File: src/rtl/riscv_pkg.sv
// ---------------------------------------------------------------------------
// riscv_pkg
// Shared RV32I definitions for the front end and the control unit:
//   - OPC_* major opcode constants (instr[6:0])
//   - NOP_INSTR    canonical no-op (addi x0,x0,0)
//   - fetch_state_t fetch FSM states {REQ, WAIT, HOLD, DRAIN}
//   - is_word_aligned() helper for target address checks
// ---------------------------------------------------------------------------
package riscv_pkg;

    localparam logic [31:0] NOP_INSTR = 32'h0000_0013;

    localparam logic [6:0] OPC_LUI    = 7'b0110111;
    localparam logic [6:0] OPC_AUIPC  = 7'b0010111;
    localparam logic [6:0] OPC_JAL    = 7'b1101111;
    localparam logic [6:0] OPC_JALR   = 7'b1100111;
    localparam logic [6:0] OPC_BRANCH = 7'b1100011;
    localparam logic [6:0] OPC_LOAD   = 7'b0000011;
    localparam logic [6:0] OPC_STORE  = 7'b0100011;
    localparam logic [6:0] OPC_OP_IMM = 7'b0010011;
    localparam logic [6:0] OPC_OP     = 7'b0110011;
    localparam logic [6:0] OPC_SYSTEM = 7'b1110011;

    typedef enum logic [1:0] {
        REQ   = 2'd0,   // present request to instruction memory
        WAIT  = 2'd1,   // request outstanding, waiting for response
        HOLD  = 2'd2,   // instruction presented to decode
        DRAIN = 2'd3    // redirected while outstanding; swallow stale response
    } fetch_state_t;

    // True when the two low address bits select a 32-bit word boundary.
    function automatic logic is_word_aligned(input logic [1:0] low_bits);
        return (low_bits == 2'b00);
    endfunction

endpackage

File: src/rtl/pc_next_sel.sv
// ---------------------------------------------------------------------------
// pc_next_sel
// Combinational next-PC candidates for the fetch unit.
//   pc_i          current fetch PC
//   redirect_pc_i raw redirect target from execute
//   pc_inc_o      pc_i + 4 (wraps modulo 2^XLEN)
//   target_o      redirect target to load into the PC
//   target_bad_o  target is not word aligned (trap builds only)
// Build option MISALIGN_TRAP_EN: when defined, a misaligned target is flagged
// on target_bad_o and passed through unchanged; when undefined the two low
// bits are cleared and target_bad_o is tied low.
// ---------------------------------------------------------------------------
module pc_next_sel #(
    parameter int XLEN = 32
) (
    input  logic [XLEN-1:0] pc_i,
    input  logic [XLEN-1:0] redirect_pc_i,
    output logic [XLEN-1:0] pc_inc_o,
    output logic [XLEN-1:0] target_o,
    output logic            target_bad_o
);
    import riscv_pkg::*;

    localparam logic [XLEN-1:0] PC_STEP = {{(XLEN-3){1'b0}}, 3'b100};

    assign pc_inc_o = pc_i + PC_STEP;

`ifdef MISALIGN_TRAP_EN
    assign target_o     = redirect_pc_i;
    assign target_bad_o = ~is_word_aligned(redirect_pc_i[1:0]);
`else
    logic unused_low_bits_s;

    // Low bits are discarded: targets are always forced onto a word boundary.
    assign unused_low_bits_s = ^redirect_pc_i[1:0];
    assign target_o          = {redirect_pc_i[XLEN-1:2], 2'b00};
    assign target_bad_o      = 1'b0;
`endif

endmodule

File: src/rtl/instr_fetch_unit.sv
// ---------------------------------------------------------------------------
// instr_fetch_unit
// Owns the PC, fetches 32-bit RV32I words over a req/valid memory handshake
// and presents them to decode over a valid/ready handshake. Redirects from
// execute (taken branch / jump) override sequential flow in every state.
//
// Ports
//   clk, rst_n               clock, asynchronous active-low reset
//   imem_req / imem_addr     fetch request, address stable while req is high
//   imem_rdata / imem_valid  fetched word and one-cycle response strobe
//   redirect_en/redirect_pc  redirect request and target
//   instr_valid/instr_ready  decode handshake
//   instr, opcode, pc_out    presented instruction, its opcode and address
//   pc_plus4                 pc_out + 4 (JAL link value)
//   fetch_fault              sticky misaligned-target flag
//
// Build option MISALIGN_TRAP_EN: a misaligned redirect leaves the PC alone,
// raises fetch_fault (sticky until reset) and freezes the FSM in REQ with
// imem_req low. Without it, targets are word-aligned and fetch_fault is 0.
//
// At most one memory request is outstanding. The memory must answer at the
// earliest one cycle after the cycle in which the FSM entered WAIT.
// ---------------------------------------------------------------------------
module instr_fetch_unit #(
    parameter int              XLEN      = 32,
    parameter logic [XLEN-1:0] RESET_PC  = 32'h0000_0000,
    parameter logic [31:0]     NOP_INSTR = riscv_pkg::NOP_INSTR
) (
    input  logic            clk,
    input  logic            rst_n,
    output logic            imem_req,
    output logic [XLEN-1:0] imem_addr,
    input  logic [31:0]     imem_rdata,
    input  logic            imem_valid,
    input  logic            redirect_en,
    input  logic [XLEN-1:0] redirect_pc,
    output logic            instr_valid,
    input  logic            instr_ready,
    output logic [31:0]     instr,
    output logic [6:0]      opcode,
    output logic [XLEN-1:0] pc_out,
    output logic [XLEN-1:0] pc_plus4,
    output logic            fetch_fault
);
    import riscv_pkg::*;

    localparam logic [XLEN-1:0] PC_STEP = {{(XLEN-3){1'b0}}, 3'b100};

    fetch_state_t    state_q, state_d;
    logic [XLEN-1:0] pc_q, pc_d;
    logic [XLEN-1:0] pc_out_q, pc_out_d;
    logic [31:0]     instr_q, instr_d;
    logic            valid_q, valid_d;
    logic            fault_q, fault_d;

    logic [XLEN-1:0] pc_inc_s;
    logic [XLEN-1:0] target_s;
    logic            target_bad_s;
    logic            redir_ok_s;
    logic            redir_bad_s;

    pc_next_sel #(
        .XLEN (XLEN)
    ) u_pc_next_sel (
        .pc_i          (pc_q),
        .redirect_pc_i (redirect_pc),
        .pc_inc_o      (pc_inc_s),
        .target_o      (target_s),
        .target_bad_o  (target_bad_s)
    );

    assign redir_ok_s  = redirect_en & ~target_bad_s;
    assign redir_bad_s = redirect_en &  target_bad_s;

    // Fetch FSM state and datapath registers.
    always_ff @(posedge clk or negedge rst_n) begin
        if (!rst_n) begin
            state_q  <= REQ;
            pc_q     <= RESET_PC;
            pc_out_q <= RESET_PC;
            instr_q  <= NOP_INSTR;
            valid_q  <= 1'b0;
            fault_q  <= 1'b0;
        end else begin
            state_q  <= state_d;
            pc_q     <= pc_d;
            pc_out_q <= pc_out_d;
            instr_q  <= instr_d;
            valid_q  <= valid_d;
            fault_q  <= fault_d;
        end
    end

    // Next-state and datapath selection; redirects outrank instr_ready.
    always_comb begin
        state_d  = state_q;
        pc_d     = pc_q;
        pc_out_d = pc_out_q;
        instr_d  = instr_q;
        valid_d  = valid_q;
        fault_d  = fault_q;

        if (fault_q) begin
            // Trapped: stay parked in REQ (imem_req is masked) until reset.
            state_d = REQ;
        end else if (redir_bad_s) begin
            fault_d = 1'b1;
            state_d = REQ;
            valid_d = 1'b0;
            instr_d = NOP_INSTR;
        end else begin
            case (state_q)
                REQ: begin
                    if (redir_ok_s) begin
                        pc_d    = target_s;
                        state_d = REQ;
                    end else begin
                        state_d = WAIT;
                    end
                end
                WAIT: begin
                    if (redir_ok_s) begin
                        pc_d = target_s;
                        // A response landing with the redirect is simply dropped.
                        if (imem_valid) begin
                            state_d = REQ;
                        end else begin
                            state_d = DRAIN;
                        end
                    end else if (imem_valid) begin
                        instr_d  = imem_rdata;
                        pc_out_d = pc_q;
                        valid_d  = 1'b1;
                        state_d  = HOLD;
                    end else begin
                        state_d = WAIT;
                    end
                end
                HOLD: begin
                    if (redir_ok_s) begin
                        pc_d    = target_s;
                        valid_d = 1'b0;
                        instr_d = NOP_INSTR;
                        state_d = REQ;
                    end else if (instr_ready) begin
                        pc_d    = pc_inc_s;
                        valid_d = 1'b0;
                        instr_d = NOP_INSTR;
                        state_d = REQ;
                    end else begin
                        state_d = HOLD;
                    end
                end
                DRAIN: begin
                    if (redir_ok_s) begin
                        pc_d = target_s;
                    end else begin
                        pc_d = pc_q;
                    end
                    // The stale word is never captured.
                    if (imem_valid) begin
                        state_d = REQ;
                    end else begin
                        state_d = DRAIN;
                    end
                end
                default: begin
                    state_d = REQ;
                    valid_d = 1'b0;
                    instr_d = NOP_INSTR;
                end
            endcase
        end
    end

    // Request is a decode of the state register, forced low while in reset.
    assign imem_req    = rst_n & ~fault_q & ((state_q == REQ) | (state_q == WAIT));
    assign imem_addr   = pc_q;
    assign instr_valid = valid_q;
    assign instr       = instr_q;
    assign opcode      = instr_q[6:0];
    assign pc_out      = pc_out_q;
    assign pc_plus4    = pc_out_q + PC_STEP;

`ifdef MISALIGN_TRAP_EN
    assign fetch_fault = fault_q;
`else
    assign fetch_fault = 1'b0;
`endif

endmodule
File: config.mk
export PLATFORM = sky130hd
export DESIGN_NAME = instr_fetch_unit
export DESIGN_NICKNAME = d
export VERILOG_FILES = /design/src/rtl/riscv_pkg.sv /design/src/rtl/pc_next_sel.sv /design/src/rtl/instr_fetch_unit.sv
export SDC_FILE = /design/constraint.sdc
export NUM_CORES = 1
export LEC_CHECK = 0
export ABC_AREA = 1
export BUFFER_PORTS_ARGS = -buffer_cell sky130_fd_sc_hd__buf_2
export CAP_MARGIN = 10
export CORE_AREA = 2 2 141 143
export CTS_CLUSTER_DIAMETER = 120
export DETAILED_ROUTE_END_ITERATION = 6
export DIE_AREA = 0 0 143 145
export SETUP_SLACK_MARGIN = 0.15
export SYNTH_ARGS = -nofsm -noshare
export SYNTH_HDL_FRONTEND = slang
export SYNTH_SLANG_ARGS = --single-unit
File: constraint.sdc
create_clock -name clk -period 2.9 [get_ports clk]
set_input_delay 0.58 -clock clk [delete_from_list [all_inputs] [get_ports clk]]
set_output_delay 0.58 -clock clk [all_outputs]
set_load 0.03 [all_outputs]
==> results.json <==
{
  "status": "finished, final reports clean",
  "path_common_cell": "nand2_1",
  "synth_area_leaders": "dfrtp_1 (41%), nand2_1 (13%), nor2_1 (7.3%)",
  "drc": 0,
  "skew_ns": 0.00709,
  "crit_required_ns": 2.32,
  "via_per_inst": 4.70,
  "reg2reg_from": "state_q[0]$_DFF_PN0_",
  "arrival_ns": 1.97,
  "netlist.area_leader.share": 0.405,
  "fillers": 2042,
  "dpl.cell_count": 1185,
  "finalMaxSlewViolations": 0,
  "die-area_sq_mm": 0.0207,
  "yosysTopAreaCell": "dfrtp_1",
  "dieHeight_um": 145,
  "synth_warnings": 0,
  "grt-ovfl-total": 0,
  "synth_most_common_cell": "nand2_1",
  "period_share": 0.878,
  "rsz0062_at_grt": "no",
  "setup_viol": 0,
  "cts_hold_buf": 0,
  "place.gp.congestion": 0.930,
  "critical-path-max-stage-delay_ns": 0.44,
  "peakVddDrop_uv": 284,
  "cts_made_buffers": 9,
  "via_count": 5645,
  "p_per_area_mw_per_mm2": 1060,
  "rrSetupSlack_ns": 1.07,
  "crit_fanout": 5,
  "track_usage": 0.179,
  "period_minus_slack_ns": 2.55,
  "async_flop_share": 1.00,
  "ys_seq_elements": 95,
  "worst_setup_path_start_kind": "register",
  "clock-root-buffer": "clkbuf_16",
  "totalWireLength_um": 18600,
  "clock_path_buffers": 2,
  "instances_no_fill": 1202,
  "syn_area_sq_mm": 0.00568,
  "ys_seq_area_frac": 0.419,
  "area_growth_pct": 25.7,
  "htreeDepth": 3,
  "reg2reg_depth": 7,
  "fp.coreArea_sq_mm": 0.0192,
  "wire_per_inst_um": 15.5,
  "synth_common_cells": "nand2_1 (202), nor2_1 (110), dfrtp_1 (92)",
  "port_buffers": 197,
  "synth_edf_count": 0,
  "nNetsFinal": 1005,
  "synth-main-ff-cell": "dfrtp_1",
  "clkTransAtPathRegs_ns": 0.07,
  "slew-limit-headroom": 0.651,
  "final_layout_size_suffix_gt1_frac": 0.272,
  "hp-class": "input port to async pin",
  "ys_types": 40,
  "fmax_mhz": 393,
  "ios": 207,
  "die_w_um": 143,
  "grt_first_pass_wirelength_um": 29000,
  "cap_violations": 0,
  "slowest_stage": "dfrtp_1",
  "grt_max_degree": 39,
  "netlist_instances": 747,
  "grt_pass1_vias": 5275,
  "cp-end-kind": "output pin",
  "rows": 51,
  "setup_tns_ns": 0,
  "worstSetupPathType": "register to output pin",
  "drt_iter0_drc": 384,
  "worst_slew_pin_slew_ns": 0.522,
  "cts_sinks": 95,
  "cts_tree": "yes",
  "ant_nets": 0,
  "r2r-end": "imem_addr[9]$_DFFE_PN0P_",
  "antenna_found_initial": 1,
  "hold_violations": 0,
  "firstDrtPassIters": 5,
  "post_cts_buffers": 0,
  "dp_hpwl_um": 14400,
  "avgSynthCellArea_sq_um": 7.60,
  "crit_chain": "nand2_1 > nor3_1 > nand2_1 > nor3_2 > xor2_1 > buf_2",
  "initial_utilization": 0.296,
  "post_cts_resized": 0,
  "leakage_nw": 3.66,
  "clock_latency_ns": 0.34
}
area by class of cell:
class / instances / area [sq um] / area share
flip-flops and latches: 95 / 2380 / 0.334
well taps: 265 / 332 / 0.0465
inverters: 68 / 258 / 0.0361
multi-input cells: 553 / 2810 / 0.393
diodes: 1 / 2.50 / 0.000351
clock inverters: 5 / 82.6 / 0.0116
clock buffers: 11 / 233 / 0.0326
repair buffers: 204 / 1040 / 0.146
registers in the layout, summed over array words and instances (netlist names):
signal	cells
imem_addr	30
pc_out	30
instr_valid	1
state_q	2
instr	32
cells by family after synthesis:
kind of cell / share of synthesized area
buf+inv: 0.0934
simple gates: 0.318
mux: 0.00793
fa+ha+maj: 0.0110
compound gates: 0.111
xor+xnor: 0.0385
flops: 0.419
other cells: 0.000660
layer usage:
layer / vias up / GRT usage / wire [um]
met5: - / 0 / 0
met4: 0 / 0.0599 / 496
met3: 27 / 0.0284 / 1150
met2: 206 / 0.272 / 8470
met1: 2625 / 0.258 / 8470
li1: 2787 / - / -
worst max-delay path, delay by kind of cell (launching register included):
| kind | cells | cell delay (ns) |
|---|---|---|
| and+or+nand+nor | 4 | 0.83 |
| DFF | 1 | 0.44 |
| buffers and inverters | 1 | 0.21 |
| xor gates and xnor gates | 1 | 0.15 |
cell usage in the layout, fill, tap and decap left out, types with 7 or more instances in the layout:
cell type,Yosys,final
buf_2,8,195
a22o_1,29,29
o21ai_1,22,22
o22ai_1,9,9
buf_4,19,8
nand3_1,44,44
nor2_2,7,7
xor2_1,19,19
nand4_1,10,10
nand2_1,202,202
dfrtp_1,92,91
o21ai_0,24,24
nor3_1,16,15
clkbuf_16,0,9
a21oi_1,12,12
conb_1,1,7
inv_1,60,60
nor2_1,110,110
power by group:
part           internal, mW  switching [mW]  total, mW
clock                 0.759           0.516       1.27
combinational          1.09            2.75       3.83
sequential             1.82           0.648       2.46
how the worst max path moves through the flow:
| stage | from | end |
|---|---|---|
| floorplan | pc_out[2]$_DFFE_PN0P_ | pc_plus4[22] |
| global placement | pc_out[2]$_DFFE_PN0P_ | pc_plus4[22] |
| detailed placement | pc_out[2]$_DFFE_PN0P_ | pc_plus4[22] |
| CTS | pc_out[2]$_DFFE_PN0P_ | pc_plus4[22] |
| global route | pc_out[10]$_DFFE_PN0P_ | pc_plus4[28] |
| finish | pc_out[7]$_DFFE_PN0P_ | pc_plus4[22] |
through the flow:
step / power (mW) / area, sq um / util / setup slack, ns / hold slack, ns
2_1_floorplan: 5.15 / 5700 / - / 0.457 / 0.284
4_1_cts: 7.61 / 7120 / 0.371 / 0.160 / 0.136
3_5_place_dp: 6.32 / 6800 / 0.354 / 0.530 / 0.454
6_report: 7.57 / 7140 / 0.372 / 0.355 / 0.131
3_3_place_gp: 6.28 / 6800 / 0.354 / 0.563 / 0.453
5_1_grt: 8.05 / 7140 / 0.372 / 0.173 / 0.139
Note: power is estimated with default switching activity, not from simulation.
